**config.mk**
```make
export PLATFORM = sky130hd
export DESIGN_NAME = fft_frame_arbiter
export DESIGN_NICKNAME = d
export VERILOG_FILES = /design/src/rtl/fft_frame_arbiter.sv
export SDC_FILE = /design/constraint.sdc
export NUM_CORES = 1
export LEC_CHECK = 0
export ABC_AREA = 1
export CORE_MARGIN = 10
export CORE_UTILIZATION = 33
export DETAILED_ROUTE_END_ITERATION = 6
export GPL_TIMING_DRIVEN = 0
export MAX_ROUTING_LAYER = met4
export PLACE_DENSITY = 0.85
export SLEW_MARGIN = 15
export SYNTH_ARGS = -nofsm -noshare
export SYNTH_HDL_FRONTEND = slang
export SYNTH_SLANG_ARGS = --single-unit
export TNS_END_PERCENT = 30
```
**constraint.sdc**
```tcl
create_clock -name i_clk -period 4.76 [get_ports i_clk]
set_input_delay 0.952 -clock i_clk [delete_from_list [all_inputs] [get_ports i_clk]]
set_output_delay 0.952 -clock i_clk [all_outputs]
set_load 0.01 [all_outputs]
```
**src/rtl/fft_frame_arbiter.sv**
```systemverilog
// Round-robin frame arbiter sharing one streaming FFT core between two requesters.
// Optional per-consumer frame counters are enabled with `define FFT_ARB_STATS_EN.
module fft_frame_arbiter #(
  parameter int SIZE_BUFFER    = 4,
  parameter int DATA_FFT_SIZE  = 16,
  parameter int TAG_DEPTH_LOG2 = 2
) (
  input  logic                     i_clk,
  input  logic                     i_reset,
  input  logic                     i_req0_valid,
  input  logic [DATA_FFT_SIZE-1:0] i_req0_i,
  input  logic [DATA_FFT_SIZE-1:0] i_req0_q,
  output logic                     o_req0_ready,
  input  logic                     i_req1_valid,
  input  logic [DATA_FFT_SIZE-1:0] i_req1_i,
  input  logic [DATA_FFT_SIZE-1:0] i_req1_q,
  output logic                     o_req1_ready,
  output logic                     o_fft_in_valid,
  output logic [DATA_FFT_SIZE-1:0] o_fft_in_i,
  output logic [DATA_FFT_SIZE-1:0] o_fft_in_q,
  input  logic                     i_fft_in_ready,
  input  logic                     i_fft_out_valid,
  input  logic [DATA_FFT_SIZE-1:0] i_fft_out_i,
  input  logic [DATA_FFT_SIZE-1:0] i_fft_out_q,
  output logic                     o_fft_out_ready,
  output logic                     o_res0_valid,
  output logic [DATA_FFT_SIZE-1:0] o_res0_i,
  output logic [DATA_FFT_SIZE-1:0] o_res0_q,
  input  logic                     i_res0_ready,
  output logic                     o_res1_valid,
  output logic [DATA_FFT_SIZE-1:0] o_res1_i,
  output logic [DATA_FFT_SIZE-1:0] o_res1_q,
  input  logic                     i_res1_ready,
  output logic                     o_grant,
  output logic                     o_busy,
`ifdef FFT_ARB_STATS_EN
  output logic [15:0]              o_frames0,
  output logic [15:0]              o_frames1,
`endif
  output logic                     o_err_orphan
);

  localparam int TAG_DEPTH = 1 << TAG_DEPTH_LOG2;

  typedef enum logic {ST_IDLE, ST_STREAM} state_t;

  state_t                    r_state;
  logic                      r_grant;
  logic                      r_last_grant;
  logic                      r_busy;
  logic                      r_err_orphan;
  logic [SIZE_BUFFER-1:0]    r_in_cnt;
  logic [SIZE_BUFFER-1:0]    r_out_cnt;
  logic [TAG_DEPTH-1:0]      r_tag_mem;
  logic [TAG_DEPTH_LOG2-1:0] r_tag_wr;
  logic [TAG_DEPTH_LOG2-1:0] r_tag_rd;
  logic [TAG_DEPTH_LOG2:0]   r_tag_cnt;

  logic w_tag_empty;
  logic w_tag_full;
  logic w_tag_head;
  logic w_grant_next;
  logic w_push;
  logic w_pop;
  logic w_in_fire;
  logic w_out_fire;

  assign w_tag_empty  = (r_tag_cnt == '0);
  assign w_tag_full   = (r_tag_cnt == (TAG_DEPTH_LOG2 + 1)'(TAG_DEPTH));
  assign w_tag_head   = r_tag_mem[r_tag_rd];
  // Contention flips away from the last winner; a lone requester always wins.
  assign w_grant_next = (i_req0_valid & i_req1_valid) ? ~r_last_grant : i_req1_valid;
  assign w_push       = (r_state == ST_IDLE) & ~w_tag_full & (i_req0_valid | i_req1_valid);
  assign w_in_fire    = o_fft_in_valid & i_fft_in_ready;
  assign w_out_fire   = i_fft_out_valid & o_fft_out_ready;
  assign w_pop        = w_out_fire & (&r_out_cnt);

  // NOTE: every output gets a default before the case logic so no latch is inferred.
  always_comb begin
    o_fft_in_valid = 1'b0;
    o_fft_in_i     = '0;
    o_fft_in_q     = '0;
    o_req0_ready   = 1'b0;
    o_req1_ready   = 1'b0;
    if (r_state == ST_STREAM) begin
      if (r_grant) begin
        o_fft_in_valid = i_req1_valid;
        o_fft_in_i     = i_req1_i;
        o_fft_in_q     = i_req1_q;
        o_req1_ready   = i_fft_in_ready;
      end else begin
        o_fft_in_valid = i_req0_valid;
        o_fft_in_i     = i_req0_i;
        o_fft_in_q     = i_req0_q;
        o_req0_ready   = i_fft_in_ready;
      end
    end
  end

  always_comb begin
    o_fft_out_ready = 1'b0;
    o_res0_valid    = 1'b0;
    o_res0_i        = '0;
    o_res0_q        = '0;
    o_res1_valid    = 1'b0;
    o_res1_i        = '0;
    o_res1_q        = '0;
    if (!w_tag_empty) begin
      o_fft_out_ready = w_tag_head ? i_res1_ready : i_res0_ready;
      if (i_fft_out_valid) begin
        if (w_tag_head) begin
          o_res1_valid = 1'b1;
          o_res1_i     = i_fft_out_i;
          o_res1_q     = i_fft_out_q;
        end else begin
          o_res0_valid = 1'b1;
          o_res0_i     = i_fft_out_i;
          o_res0_q     = i_fft_out_q;
        end
      end
    end
  end

  // NOTE: state registers use non-blocking assignments so every flop samples pre-edge values.
  always_ff @(posedge i_clk or posedge i_reset) begin
    if (i_reset) begin
      r_state      <= ST_IDLE;
      r_grant      <= 1'b0;
      r_last_grant <= 1'b1;
      r_busy       <= 1'b0;
      r_in_cnt     <= '0;
    end else begin
      case (r_state)
        ST_IDLE: begin
          if (w_push) begin
            r_state      <= ST_STREAM;
            r_busy       <= 1'b1;
            r_grant      <= w_grant_next;
            r_last_grant <= w_grant_next;
          end
        end
        ST_STREAM: begin
          if (w_in_fire) begin
            r_in_cnt <= r_in_cnt + 1'b1;
            if (&r_in_cnt) begin
              r_state <= ST_IDLE;
              r_busy  <= 1'b0;
            end
          end
        end
        default: r_state <= ST_IDLE;
      endcase
    end
  end

  // NOTE: tag storage is not reset; the occupancy counter alone decides which entries are live.
  always_ff @(posedge i_clk) begin
    if (w_push) r_tag_mem[r_tag_wr] <= w_grant_next;
  end

  always_ff @(posedge i_clk or posedge i_reset) begin
    if (i_reset) begin
      r_tag_wr     <= '0;
      r_tag_rd     <= '0;
      r_tag_cnt    <= '0;
      r_out_cnt    <= '0;
      r_err_orphan <= 1'b0;
    end else begin
      if (w_push) r_tag_wr <= r_tag_wr + 1'b1;
      if (w_pop)  r_tag_rd <= r_tag_rd + 1'b1;
      case ({w_push, w_pop})
        2'b10:   r_tag_cnt <= r_tag_cnt + 1'b1;
        2'b01:   r_tag_cnt <= r_tag_cnt - 1'b1;
        default: r_tag_cnt <= r_tag_cnt;
      endcase
      if (w_out_fire) r_out_cnt <= r_out_cnt + 1'b1;
      if (w_tag_empty && i_fft_out_valid) r_err_orphan <= 1'b1;
    end
  end

`ifdef FFT_ARB_STATS_EN
  logic [15:0] r_frames0;
  logic [15:0] r_frames1;

  always_ff @(posedge i_clk or posedge i_reset) begin
    if (i_reset) begin
      r_frames0 <= '0;
      r_frames1 <= '0;
    end else if (w_pop) begin
      if (w_tag_head) r_frames1 <= r_frames1 + 1'b1;
      else            r_frames0 <= r_frames0 + 1'b1;
    end
  end

  assign o_frames0 = r_frames0;
  assign o_frames1 = r_frames1;
`endif

  assign o_grant      = r_grant;
  assign o_busy       = r_busy;
  assign o_err_orphan = r_err_orphan;

endmodule
```
After elaboration in Yosys (flattened, before gate mapping)
Cells that the tools add are included.

word-level totals
  flip-flop bits (word level) = 24

cells by class
  add/sub/neg operators = 6
  $lt $le $gt $ge = 3
  equality and inequality tests = 6
  multiplexer cells = 45
  bitwise logic cells = 10
  reductions and logical operators = 9

operator list
  cell                                                   count
  2-to-1 mux 16 bit                                      16
  2-to-1 mux 1 bit                                       23
  adder 4 x 1 -> 4 bit, second input constant            2
  AND reduction 4 bit                                    2
  AND 1 bit                                              6
  < comparator 2 x 3 -> 1 bit, second input constant     2
  case mux 3 bit (2 select lines)                        1
  adder 2 x 1 -> 2 bit, second input constant            2
  bitwise mux 4 bit                                      1
  inequality test 2 x 1 -> 1 bit, second input constant  2
  case mux 1 bit (2 select lines)                        2
  AND reduction 2 bit                                    2
  adder 3 x 1 -> 3 bit, second input constant            1
  equality test 3 bit, second input constant             1
  logical NOT 3 bit                                      1
  NOT 1 bit                                              3
  AND reduction 3 bit                                    1
  subtractor 3 x 1 -> 3 bit, second input constant       1
  binary-select mux 1 bit (select 2 bit)                 1
  demux 1 bit (select 2 bit)                             1
  equality test 2 x 1 -> 1 bit, second input constant    1
  equality test 2 bit, second input constant             1
  >= comparator 2 x 1 -> 1 bit, second input constant    1
  logical AND 1 bit                                      2
  other kinds (3)                                        3

Depth between registers and ports, before layout
  depth in word-level cells = 8
  gate-level depth with buffers = 14

Worst setup path after synthesis
OpenSTA, ideal clock, no wires.

  kind = input port to output port
  start = input i_fft_out_valid
  end = output o_res1_i[10]
  data arrival time = 1.651 ns
  data required time = 3.808 ns
  path slack = 2.157 ns
  cell stages on the path = 5
  buffers on the path = 1
  cell sequence = inv_1 > nor2_8 > nand3_2 > buf_2 > nor2_1

on the way
  cells in the longest elaborated chain, start to end = 2

RTL lines
  what               line  RTL
  start, declared    22    input logic i_fft_out_valid,
  2-to-1 mux 16 bit  110   if (i_fft_out_valid) begin
  2-to-1 mux 16 bit  108   if (!w_tag_empty) begin
  end, declared      31    output logic [DATA_FFT_SIZE-1:0] o_res1_i,

Every way passes these cells.

Final worst setup path
  start = input i_fft_out_valid
  end = output o_res1_i[8]

The elaborated chain is that of the path after synthesis.

==> results.py <==
metrics = {
    "finish": {
        "postLayoutCellArea_um2": 4450,
        "layout.nets": 675,
        "antennaDiodeCount": 0,
        "drive_above_1_share_pct": 6.05,
        "nFillCells": 533,
        "area_delta_synth_final_pct": 102,
    },
    "power": {
        "combPwrFrac_pct": 72.0,
        "powerDensity_nw_per_um2": 399,
        "p_sw_share_pct": 42.9,
        "ir_drop_uv": 275,
        "p_int_uw": 1010,
        "seqPwrFrac_pct": 19.5,
        "switchingPower_uw": 761,
        "p_leak_uw": 0.00211,
        "p_clk_share_pct": 8.6,
    },
    "worst_setup_path": {
        "startpoint_type": "input port",
        "cp.required_ps": 3810,
        "slowest_stage": "clkdlybuf4s50_1",
        "worstSetupPathType": "in2out",
        "path_delay_family": "buffers and inverters",
        "cpMostUsedCell": "clkdlybuf4s50_1",
        "crit_path_cell_trace": "clkdlybuf4s50_1, inv_1, nor2_8, nand3_2, buf_2, nor2_1, clkdlybuf4s50_1",
        "critPathArrivalTime_ps": 2780,
        "max_stage_delay_ps": 590,
        "crit_buf_inv": 4,
        "endpoint_kind": "primary output",
        "worst-path-max-fanout": 10,
    },
    "timing": {
        "hold_slack_ps": 457,
        "setup_viol": 0,
        "skew_ps": 4.74,
        "worst_pin_slew_ps": 764,
        "final.setup.tns_ps": 0,
        "min_period_ps": 3730,
        "finalHoldViolations": 0,
        "max_slew_margin_pct": 49.0,
        "fin_crit_sh_pct": 78.3,
        "grt_setup_unrepaired": "no",
        "report.final.slew_viol_count": 0,
        "fmax_ghz": 0.268,
    },
    "synth": {
        "synth_cells": 350,
        "yosys-top-cells-area": "dfrtp_1, nand3_1, nor2_1",
        "synth_edf_count": 4,
        "yosysTopAreaCell": "dfrtp_1",
        "synth-async-reset-ratio_pct": 83.3,
        "avgSynthCellArea_um2": 6.30,
        "synth_top_area_share_pct": 21.6,
        "netlist_area_um2": 2200,
        "syn-num-nets": 462,
        "ys_top_cells_by_count": "nand3_1, nor2_1, nand2_1",
        "ys_dominant_reg_cell": "dfrtp_1",
        "synth_seq_area_share_pct": 28.2,
        "synth_seq_cells": 24,
        "yosysWarnings": 0,
        "synth_most_common_cell": "nand3_1",
        "ys_types": 30,
    },
    "clock_network": {
        "clk_latency_ps": 260,
        "cts_resized": 0,
        "cts_hold_buf": 0,
        "cts_made_buffers": 3,
        "cts_max_level": 1,
        "cts_setup_buffers": 0,
        "clockBufferDepth": 2,
        "cts_sinks": 24,
        "cts_tree": "done",
        "cts-root-buf": "clkbuf_8",
        "clk_pin_slew_ps": 80,
    },
    "place": {
        "globalplace.congestion": 0.837,
        "io_buffers": 208,
        "hpwl_um": 9130,
        "place_area_um2": 4380,
    },
    "routing": {
        "drt-total-wl_um": 10200,
        "postRouteAntennaNets": 0,
        "vias": 3012,
        "routed_via_density": 4.71,
        "drt_iter0_drc": 133,
        "avgRoutedWirePerCell_um": 15.9,
        "drc": 0,
        "detail_route.first_pass.iterations": 5,
    },
    "grt": {
        "grt_first_pass_wirelength_um": 14900,
        "antenna_found_initial": 0,
        "grtUsageTotal_pct": 18.4,
        "grt_pass1_vias": 3031,
        "grt_overflow_total": 0,
        "grt_max_degree": 21,
    },
    "floorplan": {
        "fp-row-count": 29,
        "die_h_um": 102,
        "io_pins": 209,
        "initial_core_util_pct": 34.3,
        "dieArea_um2": 10300,
        "core_region_area_um2": 6420,
        "die-width_um": 102,
    },
    "outcome": {
        "run_status": "complete, no violations",
    },
    "run": {
        "cap_viol_max_count": 0,
    },
    "min_path": {
        "hold_class": "reg2reg",
    },
}
worst paths after layout:
check                           slack [ps]                  endpoint                startpoint  depth (start not counted)
worst max-delay path                  1030               o_res1_i[8]           i_fft_out_valid                          7
worst min-delay path                   460  o_err_orphan$_DFFE_PP0P_  o_err_orphan$_DFFE_PP0P_                          1
worst max register to register        2510  r_tag_cnt[2]$_DFFE_PP0P_   r_tag_rd[0]$_DFFE_PP0P_                         13
worst min register to register         460  o_err_orphan$_DFFE_PP0P_  o_err_orphan$_DFFE_PP0P_                          1
max in group asynchronous             3160   r_tag_rd[0]$_DFFE_PP0P_                   i_reset                          2
min in group asynchronous             1120   r_in_cnt[0]$_DFFE_PP0P_                   i_reset                          2
layout make-up:
class | count | area (um^2) | share of cell area [%]
tap | 77 | 96.3 | 2.17
sequential | 24 | 622 | 14.0
inverter | 54 | 203 | 4.56
timing repair buffer | 208 | 2080 | 46.8
buffer | 21 | 105 | 2.36
clock buffer | 4 | 66.3 | 1.49
multi-input combinational | 251 | 1270 | 28.6
kinds of logic after synthesis:
group	Yosys count	synth area share, %
and+or+nand+nor	222	46.1
buffers and inverters	75	14.0
DFF	24	28.2
AOI/OAI and AO/OA	12	3.24
xor gates and xnor gates	9	3.58
adders and majority gates	8	4.88
power by group through the flow:
stage	clock, uW	sequential (uW)	combinational (uW)
floorplan	0	337	628
global placement	0	343	1260
detailed placement	0	349	1290
CTS	158	345	1300
global route	168	354	1390
finish	152	345	1280
metrics by stage:
step | power [uW] | instances | setup WS [ps] | util, %
final | 1770 | 639 | 1030 | 69.3
after floorplan | 966 | 350 | 2160 | -
after global routing | 1910 | 639 | 877 | 69.3
after detailed placement | 1640 | 635 | 1030 | 68.2
after CTS | 1800 | 639 | 1020 | 69.3
after global placement | 1610 | 635 | 1050 | 68.2
flip-flops by register name (all words and copies together), names as in the netlist:
name          cells
o_busy            1
o_err_orphan      1
o_grant           1
r_in_cnt          4
r_last_grant      1
r_out_cnt         4
r_state           1
r_tag_cnt         3
r_tag_mem         4
r_tag_rd          2
r_tag_wr          2
layout by cell type (no fill, tap or decap), types with 2 or more instances in the layout:
cell	instances
clkbuf_1	7
clkdlybuf4s50_1	208
inv_2	2
inv_1	52
buf_4	4
nand4_1	2
clkbuf_8	3
nand3_2	3
xnor2_1	6
o21ai_0	4
dfrtp_1	19
buf_2	9
o21ai_2	2
nand2_4	2
a21oi_1	3
nand2_2	4
nand3_1	75
xor2_1	3
ha_1	7
nor2_1	70
nand2_1	62
edfxtp_1	4
layer usage:
| layer | vias up | wire, um | GRT usage, % |
|---|---|---|---|
| met1 | 1324 | 3890 | 18.1 |
| met4 | 0 | 30 | 1.54 |
| met5 | - | 0 | - |
| met3 | 2 | 1130 | 6.67 |
| li1 | 1516 | - | - |
| met2 | 170 | 5130 | 35.0 |
Power figures use the tool's default switching activity.
